## src/rtl/vend_pkg.sv

```systemverilog
// Shared definitions for the vending-machine input conditioner.
// Holds the default debounce/jam thresholds and the channel index enum used
// to address the per-channel vectors (quarter, product-1, product-2).
package vend_pkg;

   localparam int DEF_DEBOUNCE_CYCLES = 4;
   localparam int DEF_JAM_CYCLES      = 64;
   localparam int NUM_CH              = 3;

   typedef enum logic [1:0] {
      CH_QUARTER = 2'd0,
      CH_SEL1    = 2'd1,
      CH_SEL2    = 2'd2
   } ch_e;

endpackage

```

## src/rtl/vend_input_conditioner_debounce.sv

```systemverilog
// Purpose : one input channel: 2-flop synchronizer, debounce counter, stable level, rise pulse.
// Latency : raw sampled at edge N -> o_stable/o_rise high after edge N+DEBOUNCE_CYCLES+1.
// Backpr. : none; free-running, o_rise is a single-cycle pulse.
// Ports   : clk, reset (sync, active-low), i_raw (async level), o_stable (debounced level),
//           o_rise (one-cycle pulse on the stable 0->1 flip).
module debounce_channel #(
   parameter int DEBOUNCE_CYCLES = 4
) (
   input  logic clk,
   input  logic reset,
   input  logic i_raw,
   output logic o_stable,
   output logic o_rise
);

   localparam int CW = $clog2(DEBOUNCE_CYCLES + 1);
   // Flip happens on the edge where the counter would have reached DEBOUNCE_CYCLES,
   // so the counter itself never holds that value and cannot wrap.
   localparam logic [CW-1:0] LAST_CNT = CW'(DEBOUNCE_CYCLES - 1);

   logic          r_sync1;
   logic          r_sync2;
   logic [CW-1:0] r_cnt;
   logic          r_stable;
   logic          r_rise;

   always_ff @(posedge clk) begin
      if (!reset) begin
         r_sync1  <= 1'b0;
         r_sync2  <= 1'b0;
         r_cnt    <= '0;
         r_stable <= 1'b0;
         r_rise   <= 1'b0;
      end else begin
         r_sync1 <= i_raw;
         r_sync2 <= r_sync1;
         r_rise  <= 1'b0;
         if (r_sync2 != r_stable) begin
            if (r_cnt == LAST_CNT) begin
               r_stable <= r_sync2;
               r_cnt    <= '0;
               r_rise   <= r_sync2;
            end else begin
               r_cnt <= r_cnt + CW'(1);
            end
         end else begin
            r_cnt <= '0;
         end
      end
   end

   assign o_stable = r_stable;
   assign o_rise   = r_rise;

endmodule

```

## src/rtl/vend_input_conditioner.sv

```systemverilog
// Purpose : debounce coin/button inputs, arbitrate into one-hot request pulses, detect coin jam.
// Latency : raw high at edge N -> pulse after edge N+DEBOUNCE_CYCLES+2 when nothing else pending.
// Backpr. : none; simultaneous requests are queued in pending bits, one pulse per cycle.
// Ports   : clk, reset (sync, active-low), coin_sense/btn1_raw/btn2_raw (async raw inputs),
//           quarter_in/select1/select2 (one-cycle pulses, at most one per cycle), coin_jam (level).
module vend_input_conditioner
   import vend_pkg::*;
#(
   parameter int DEBOUNCE_CYCLES = DEF_DEBOUNCE_CYCLES,
   parameter int JAM_CYCLES      = DEF_JAM_CYCLES
) (
   input  logic clk,
   input  logic reset,
   input  logic coin_sense,
   input  logic btn1_raw,
   input  logic btn2_raw,
   output logic quarter_in,
   output logic select1,
   output logic select2,
   output logic coin_jam
);

   localparam int JW = $clog2(JAM_CYCLES + 1);
   localparam logic [JW-1:0] JAM_MAX = JW'(JAM_CYCLES);

   logic [NUM_CH-1:0] w_raw;
   logic [NUM_CH-1:0] w_stable;
   logic [NUM_CH-1:0] w_rise;
   logic [NUM_CH-1:0] w_req;
   logic [NUM_CH-1:0] w_gnt;
   logic [NUM_CH-1:0] r_pend;
   logic [NUM_CH-1:0] r_pulse;
   logic [JW-1:0]     r_jam_cnt;
   logic              r_jam;
   logic              w_coin_stable;
   logic              w_unused_stable;

   assign w_raw[CH_QUARTER] = coin_sense;
   assign w_raw[CH_SEL1]    = btn1_raw;
   assign w_raw[CH_SEL2]    = btn2_raw;

   for (genvar g = 0; g < NUM_CH; g++) begin : g_ch
      debounce_channel #(
         .DEBOUNCE_CYCLES(DEBOUNCE_CYCLES)
      ) u_deb (
         .clk      (clk),
         .reset    (reset),
         .i_raw    (w_raw[g]),
         .o_stable (w_stable[g]),
         .o_rise   (w_rise[g])
      );
   end

   // Button stable levels have no consumer; only the coin level feeds the jam logic.
   assign w_unused_stable = ^w_stable[CH_SEL2:CH_SEL1];
   assign w_coin_stable   = w_stable[CH_QUARTER];

   // A rise arriving this cycle competes immediately, without a pending-bit round trip.
   assign w_req = r_pend | w_rise;

   always_comb begin
      w_gnt = '0;
      if (w_req[CH_QUARTER]) begin
         w_gnt[CH_QUARTER] = 1'b1;
      end else if (w_req[CH_SEL1]) begin
         w_gnt[CH_SEL1] = 1'b1;
      end else if (w_req[CH_SEL2]) begin
         w_gnt[CH_SEL2] = 1'b1;
      end
   end

   always_ff @(posedge clk) begin
      if (!reset) begin
         r_pend  <= '0;
         r_pulse <= '0;
      end else begin
         r_pend  <= w_req & ~w_gnt;
         r_pulse <= w_gnt;
      end
   end

   // Jam timer starts on the cycle after the coin's rise, i.e. it measures how long
   // the coin stays in the slot once it has been reported. Saturates at JAM_CYCLES.
   always_ff @(posedge clk) begin
      if (!reset) begin
         r_jam_cnt <= '0;
         r_jam     <= 1'b0;
      end else begin
         if (!w_coin_stable) begin
            r_jam_cnt <= '0;
         end else if (!w_rise[CH_QUARTER] && (r_jam_cnt != JAM_MAX)) begin
            r_jam_cnt <= r_jam_cnt + JW'(1);
         end
         r_jam <= w_coin_stable && (r_jam_cnt == JAM_MAX);
      end
   end

   assign quarter_in = r_pulse[CH_QUARTER];
   assign select1    = r_pulse[CH_SEL1];
   assign select2    = r_pulse[CH_SEL2];
   assign coin_jam   = r_jam;

endmodule

```

## config.mk

```make
export PLATFORM = sky130hd
export DESIGN_NAME = vend_input_conditioner
export DESIGN_NICKNAME = d
export VERILOG_FILES = /design/src/rtl/vend_pkg.sv /design/src/rtl/vend_input_conditioner_debounce.sv /design/src/rtl/vend_input_conditioner.sv
export SDC_FILE = /design/constraint.sdc
export NUM_CORES = 1
export LEC_CHECK = 0
export ABC_AREA = 1
export CAP_MARGIN = 0
export CORE_MARGIN = 2
export CORE_UTILIZATION = 35
export DETAILED_ROUTE_END_ITERATION = 10
export PLACE_DENSITY = 0.65
export REMOVE_ABC_BUFFERS = 1
export SLEW_MARGIN = 40
export SYNTH_ARGS = -nofsm -noshare
export SYNTH_HDL_FRONTEND = slang
export SYNTH_SLANG_ARGS = --single-unit
```

## constraint.sdc

```tcl
create_clock -name clk -period 1.3 [get_ports clk]
set_clock_uncertainty 0.05 [all_clocks]
set_input_delay 0.26 -clock clk [delete_from_list [all_inputs] [get_ports clk]]
set_output_delay 0.26 -clock clk [all_outputs]
set_load 0.01 [all_outputs]
```

==> reports/qor.csv, run 1 <==
metric;value;unit
status;finished clean;
power.density;1326;nW/um^2
drive_above_1_share;0.1892;
grt_max_degree;12;
die_area;4389;sq um
max_freq;824.8;MHz
power_frac_comb;0.018;
track_usage;0.1153;
synth_area_leader_cell;dfxtp_1;
drtIter0Drc;19;
drv_slew;0;
wl_met1;1001;um
slowest_stage;dfxtp_2;
grt.overflow.total;0;
hold_viol;0;
met2_length;999;um
cts_setup_buffers;0;
worstSetupPathType;flop to flop;
maxCapViolCount;0;
ys_ff_latch;34;
cp.arrival;1.38;ns
yosysTopAreaCellShare;0.5018;
firstDrtPassIters;4;
finalSetupTns;0;ns
initial_utilization;0.3677;
wl;2127;um
syn_to_final_growth;27.49;%
vias;1029;
cts_sinks;34;
p_total;0.002293;W
crit_required;1.47;ns
cts_tree;done;
power.share.clock;0.521;
ant_nets;0;
numPortBuffers;8;
viasPerCell;4.416;
synth_warnings;0;
path_cells;inv_2, ha_4, inv_2, nor2_4, nand3_4, nand2_4, nand2_1, a21oi_1;
cts_buffer_depth;2;
worstSetupEndpointType;flop;
antenna_found_initial;0;
setup-violations-final;0;
syn_inst;162;
core;3689;sq um
power_switching_share;0.1751;
crit_path_start_kind;flop;
synth_area;1356;sq um
whs;0.3604;ns
cellInternalPower;0.001892;W
cp_slowest_stage_delay;0.33;ns
highest_layer;met4;
grt_pass1_vias;955;
drc;0;
wl_per_cell;9.129;um
cellLeakagePower;0.7594;nW
place_hpwl;1385;um
hold_buffers;0;
synth_cell_types;18;
die_h;66.25;um
wl_met3;86;um
ioPinCount;9;
cts_buffers;5;
clock_latency;0.28;ns
slew_headroom;0.7763;
rows;22;
synth_area_leaders;dfxtp_1, inv_1, nand2_1;
worst_pin_slew;0.3344;ns
gp_congestion;0.7319;
p_switching;0.0004016;W
seqPwrFrac;0.461;
avgSynthCellArea;8.372;sq um
cts_root_buf;clkbuf_8;
diodes;0;
crit_top_cell;inv_2;
die_w;66.25;um
min_path_type;flop to flop;
clk_pin_slew;0.07;ns
finalCritPeriodShare;0.9327;
yosysSeqAreaShare;0.5018;
htree_levels;2;
worstPathMaxFanout;6;
rsz0062_at_grt;yes;
fin_crit;1.212;ns
nets;197;
vdd_ir_drop_max;0.9845;mV
fin_util;0.4688;
grt_first_pass_wirelength;3760;um
[power by group through the flow]
stage	Combinational [W]	Clock, W	Sequential [W]
2_1_floorplan	0.0000165	0	0.00108
3_3_place_gp	0.0000415	0	0.00108
3_5_place_dp	0.0000419	0	0.00108
4_1_cts	0.0000424	0.00122	0.00106
5_1_grt	0.0000491	0.00126	0.00106
6_report	0.0000415	0.00119	0.00106
[Yosys cell counts]
cell / n
a21oi_1: 7
buf_2: 1
buf_6: 3
dfxtp_1: 34
ha_1: 8
inv_1: 27
inv_8: 1
nand2_1: 27
nand3_1: 15
nand3_2: 1
nand4_1: 4
nor2_1: 19
nor2_2: 2
nor2_4: 2
nor3_1: 2
o21ai_0: 4
o22ai_1: 1
xor2_1: 4
[stage by stage]
stage	setup slack (ns)	cells	cell area (sq um)
6_report	0.08752	233	1729
5_1_grt	-0.02096	233	1729
4_1_cts	0.02545	232	1683
3_5_place_dp	-0.03818	224	1533
3_3_place_gp	-0.02502	224	1533
2_1_floorplan	0.03202	158	1318
[flip-flops by register name, summed over array words and instances, names as in the netlist]
| register | count |
|---|---|
| r_jam_cnt | 7 |
| g_ch.u_deb.r_sync2 | 3 |
| r_pulse | 3 |
| coin_jam | 1 |
| g_ch.u_deb.o_rise | 3 |
| g_ch.u_deb.r_cnt | 9 |
| g_ch.u_deb.r_sync1 | 3 |
| r_pend | 2 |
| g_ch.u_deb.o_stable | 3 |
[layout make-up]
cell class                 count  area [sq um]
tap                           48         60.06
fill                         366          1959
timing repair buffer          18         150.1
sequential                    34         684.4
multi-input combinational     97         579.3
inverter                      28         112.6
clock inverter                 2         60.06
clock buffer                   6         82.58
[layer usage]
layer  vias to the layer above  GRT usage
li1                        557          -
met1                       452     0.1232
met2                        16     0.1938
met3                         4    0.05111
met4                         0    0.05357
met5                         -          0
[critical path: cells and delay by family, from the launching register on]
family                     cells  cell delay (ns)
AOI/OAI and AO/OA              1             0.11
adders and majority gates      1             0.12
buffers and inverters          2             0.11
DFF                            1             0.33
and+or+nand+nor                4             0.42
[path summary, 6_finish.rpt]
check                   startpoint               endpoint  slack (ns)  depth (start not counted)
max                   r_jam_cnt[0]           r_jam_cnt[1]        0.09                          8
min          g_ch[1].u_deb.r_sync1  g_ch[1].u_deb.r_sync2        0.36                          2
max reg2reg           r_jam_cnt[0]           r_jam_cnt[1]        0.09                          8
min reg2reg  g_ch[1].u_deb.r_sync1  g_ch[1].u_deb.r_sync2        0.36                          2
[kinds of logic after synthesis]
group	after synthesis	synth area share
flops	34	0.5018
compound gates	12	0.04520
xor+xnor	4	0.02583
simple gates	72	0.2417
buf+inv	32	0.1116
fa+ha+maj	8	0.07380
[placed cells by master, fill, tap and decap left out, types with 2 or more instances in the layout]
master           Yosys  layout
inv_2                0       3
clkbuf_8             0       6
dfxtp_2              0       3
nand4_1              4       4
nor3_1               2       2
ha_4                 0       2
a21oi_1              7       7
xor2_1               4       4
o21ai_0              4       4
dfxtp_1             34      31
buf_4                0      10
nand2_1             27      26
bufinv_16            0       2
nor2_4               2       2
nand3_1             15      14
clkdlybuf4s50_1      0       4
inv_1               27      24
ha_1                 8       6
nor2_1              19      19
nor2_2               2       2
dlygate4sd2_1        0       4
nand3_2              1       2
[what timing repair did]
item	CTS	global route
gates resized for setup	7	11
setup endpoints to repair	9	6
pin swaps	0	5
gates cloned	0	1
Power figures use the tool's default switching activity.
==> run 2: changes to the inputs <==
--- a/config.mk
+++ b/config.mk
@@ -6,7 +6,7 @@
 export NUM_CORES = 1
 export LEC_CHECK = 0
 export ABC_AREA = 1
-export CAP_MARGIN = 0
+export CAP_MARGIN = 20
 export CORE_MARGIN = 2
 export CORE_UTILIZATION = 35
 export DETAILED_ROUTE_END_ITERATION = 10
@@ -15,4 +15,5 @@
 export SLEW_MARGIN = 40
 export SYNTH_ARGS = -nofsm -noshare
 export SYNTH_HDL_FRONTEND = slang
+export SYNTH_HIERARCHICAL = 1
 export SYNTH_SLANG_ARGS = --single-unit
==> run 2 against run 1 <==
  * Die area down 4.4%
  * Non-clock buffer count down 5
  * Area after synthesis down 4.7%
  * Sequential share of layout area up 3.2 points
  * Routed wire length down 9.2%
  * Worst hold slack better by 0.0033 ns
  * Sequential power about the same
  * Fmax down 1.8%
  * Via count down 5.7%
  * Critical path depth down 2
  * Critical endpoint is now r_jam_cnt[6]
==> reports/qor.csv, run 2 <==
metric;value;unit;change
cts_tree;done;;
drc;0;;unchanged
fin_util;0.4427;;-0.02604
synth_cell_types;18;;unchanged
grt_max_degree;11;;-1
worst_pin_slew;0.3129;ns;-0.02143 ns
cts_root_buf;clkbuf_8;;
slowest_stage;dfxtp_2;;
core;3606;sq um;-2.2%
synth_fa_ha_area_frac;0.07744;;+0.003644
max_freq;809.5;MHz;-1.8%
synth_warnings;6;;+6
cellLeakagePower;0.7016;nW;-7.6%
gp_congestion;0.7516;;+2.7%
fin_crit;1.235;ns;+0.02283 ns
yosys.area_share.simple;0.2372;;-0.004524
maxCapViolCount;0;;unchanged
min_path_type;flop to flop;;
nets;191;;-3.0%
ys_ff_latch;34;;unchanged
async_flop_share;0;;unchanged
reg2regPathDepth;6;;-2
largest_register_ffs;9;;unchanged
multi_input_area;521.8;sq um;-9.9%
power.density;1252;nW/um^2;-5.6%
place_area;1470;sq um;-4.1%
worstSetupPathType;flop to flop;;
worstSetupEndpointType;flop;;
rr_startpoint;r_jam_cnt[0];;
cp_slowest_stage_delay;0.36;ns;+0.03 ns
initial_utilization;0.3584;;-0.009275
path_delay_family;simple AND/OR/NAND/NOR gates;;
clock_latency;0.29;ns;about the same
yosysTopAreaCellShare;0.5266;;+0.02478
cts_buffer_depth;2;;unchanged
synth-xor-area-share;0.01355;;-0.01228
firstDrtPassIters;4;;unchanged
die_w;64.77;um;-2.2%
clk_pin_slew;0.07;ns;about the same
grt_first_pass_wirelength;3187;um;-15%
rows;22;;unchanged
largest_register;g_ch.u_deb/r_cnt;;
finalCritPeriodShare;0.9502;;+0.01756
place_hpwl;1335;um;-3.6%
drtIter0Drc;42;;+23
syn_to_final_growth;23.52;%;
drive_above_1_share;0.1620;;-0.02718
path_depth;6;;-2
crit_path_end;r_jam_cnt[6];;
cts_sinks;34;;unchanged
critPathLaunch;r_jam_cnt[0];;
grt.overflow.total;0;;unchanged
syn_inst;158;;-2.5%
p_total;0.002000;W;-13%
synth_compound_area_frac;0.06389;;+0.01869
wl;1931;um;-9.2%
drv_slew;0;;unchanged
viasPerCell;4.273;;-3.2%
synth_mux_area_frac;0;;unchanged
diodes;0;;unchanged
synth_area_leader_cell;dfxtp_1;;
ant_nets;0;;unchanged
crit_required;1.43;ns;-0.04 ns
yosysMostFrequentCell;dfxtp_1;;
htree_levels;2;;unchanged
synth_area_leaders;dfxtp_1, nor2_1, nand2_1;;
finalSetupTns;0;ns;unchanged
hold_buffers;0;;unchanged
place_inst;219;;-2.2%
yosysSeqAreaShare;0.5266;;+0.02478
antenna_found_initial;0;;unchanged
die_h;64.77;um;-2.2%
final_cells;227;;-2.6%
synth_area;1292;sq um;-4.7%
met2_usage;0.1559;;-0.03782
final.fill_count;365;;-0.27%
avgSynthCellArea;8.180;sq um;-2.3%
reg2reg_slack;0.06;ns;-0.02 ns
ioPinCount;9;;unchanged
crit_top_cell;nand2_1;;
vdd_ir_drop_max;0.7765;mV;-21%
status;finished clean;;
rsz0062_at_grt;yes;;
hold_viol;0;;unchanged
cp.arrival;1.37;ns;about the same
path_cells;ha_2, nand2_1, nor3_2, nand4_1, nand2_1, nor2_1;;
grt_pass1_vias;808;;-15%
use_met3;0.05729;;+0.006184
synth_top_family_by_area;simple AND/OR/NAND/NOR gates;;
track_usage;0.1050;;-0.01035
setup-violations-final;0;;unchanged
numPortBuffers;8;;unchanged
crit_path_start_kind;flop;;
finalInstanceArea;1597;sq um;-7.7%
use_met1;0.1136;;-0.009537
wl_per_cell;8.507;um;-6.8%
layout_commonest_cell;dfxtp_1;;
vias;970;;-5.7%
mostFrequentLayoutCells;dfxtp_1, nor2_1, nand2_1;;
reg.largest.list;g_ch.u_deb/r_cnt (9), r_jam_cnt (7);;
cts_setup_buffers;0;;unchanged
synth-edff-count;0;;unchanged
rr_endpoint;r_jam_cnt[6];;
die_area;4195;sq um;-4.4%
synthTopCellsByCount;dfxtp_1, nor2_1, nand2_1;;
worstPathMaxFanout;4;;-2
cts_buffers;5;;unchanged
regArea;683.2;sq um;-0.18%
grt-busiest-layer;met2;;
synth-main-ff-cell;dfxtp_1;;
worst-path-buf-inv;0;;-2
slew_headroom;0.7907;;+0.01446
## run 2: cell count changes after synthesis, moves of 3 or more
cell,delta
buf_6,-3
inv_2,+4
nor2b_1,+3
nand3_1,-13
nor2_1,+11
inv_1,-3
a21oi_2,+3
## run 2: worst min-delay path by stage
stage | startpoint | to | cells after the start
after floorplan | reset | g_ch[0].u_deb/r_sync1 | 2
after global placement | g_ch[0].u_deb/r_sync1 | g_ch[0].u_deb/r_sync2 | 2
after detailed placement | g_ch[1].u_deb/r_sync1 | g_ch[1].u_deb/r_sync2 | 2
after CTS | g_ch[2].u_deb/r_sync1 | g_ch[2].u_deb/r_sync2 | 2
after global routing | g_ch[0].u_deb/r_sync1 | g_ch[0].u_deb/r_sync2 | 2
final | g_ch[0].u_deb/r_sync1 | g_ch[0].u_deb/r_sync2 | 2
## run 2: report_power, final
group | total (W) | switching, W | internal (W) | leakage [nW]
Combinational | 0.0000453 | 0.0000224 | 0.0000229 | 0.368
Clock | 0.000895 | 0.000361 | 0.000534 | 0.0575
Sequential | 0.00106 | 0.00000588 | 0.00105 | 0.276
## run 2: kinds of logic after synthesis
family          after synthesis
compound gates               14
xor+xnor                      2
fa+ha+maj                     8
buf+inv                      28
flops                        34
simple gates                 72
## run 2: routing by layer
layer | part of all wire | vias to the layer above
met3 | 0.054 | 5
met1 | 0.45 | 426
met5 | 0 | -
met4 | 0.028 | 0
li1 | - | 521
met2 | 0.46 | 18
## run 2: layout make-up
class	count	share of cell area
clock buffers	8	0.06897
flip-flops and latches	34	0.4279
inverters	28	0.06583
multi-input cells	96	0.3268
well taps	48	0.03762
repair buffers	13	0.07288
## run 2: through the flow
stage | hold WS, ns | setup WS (ns)
4_1_cts | 0.3700 | 0.04069
3_3_place_gp | 0.3462 | -0.1063
5_1_grt | 0.3799 | -0.03314
3_5_place_dp | 0.3536 | -0.1648
6_report | 0.3637 | 0.06468
2_1_floorplan | 0.3035 | 0.1139
## run 2: what timing repair did
item,CTS,global route
setup endpoints to repair,5,7
pin swaps,0,2
gates resized for setup,5,8
endpoints found under the hold margin,0,0
## run 2: worst min-delay path: stages (launching register included)
cell and delay [ns]:
dfxtp_1 0.31, nand2_1 0.05, inv_1 0.04
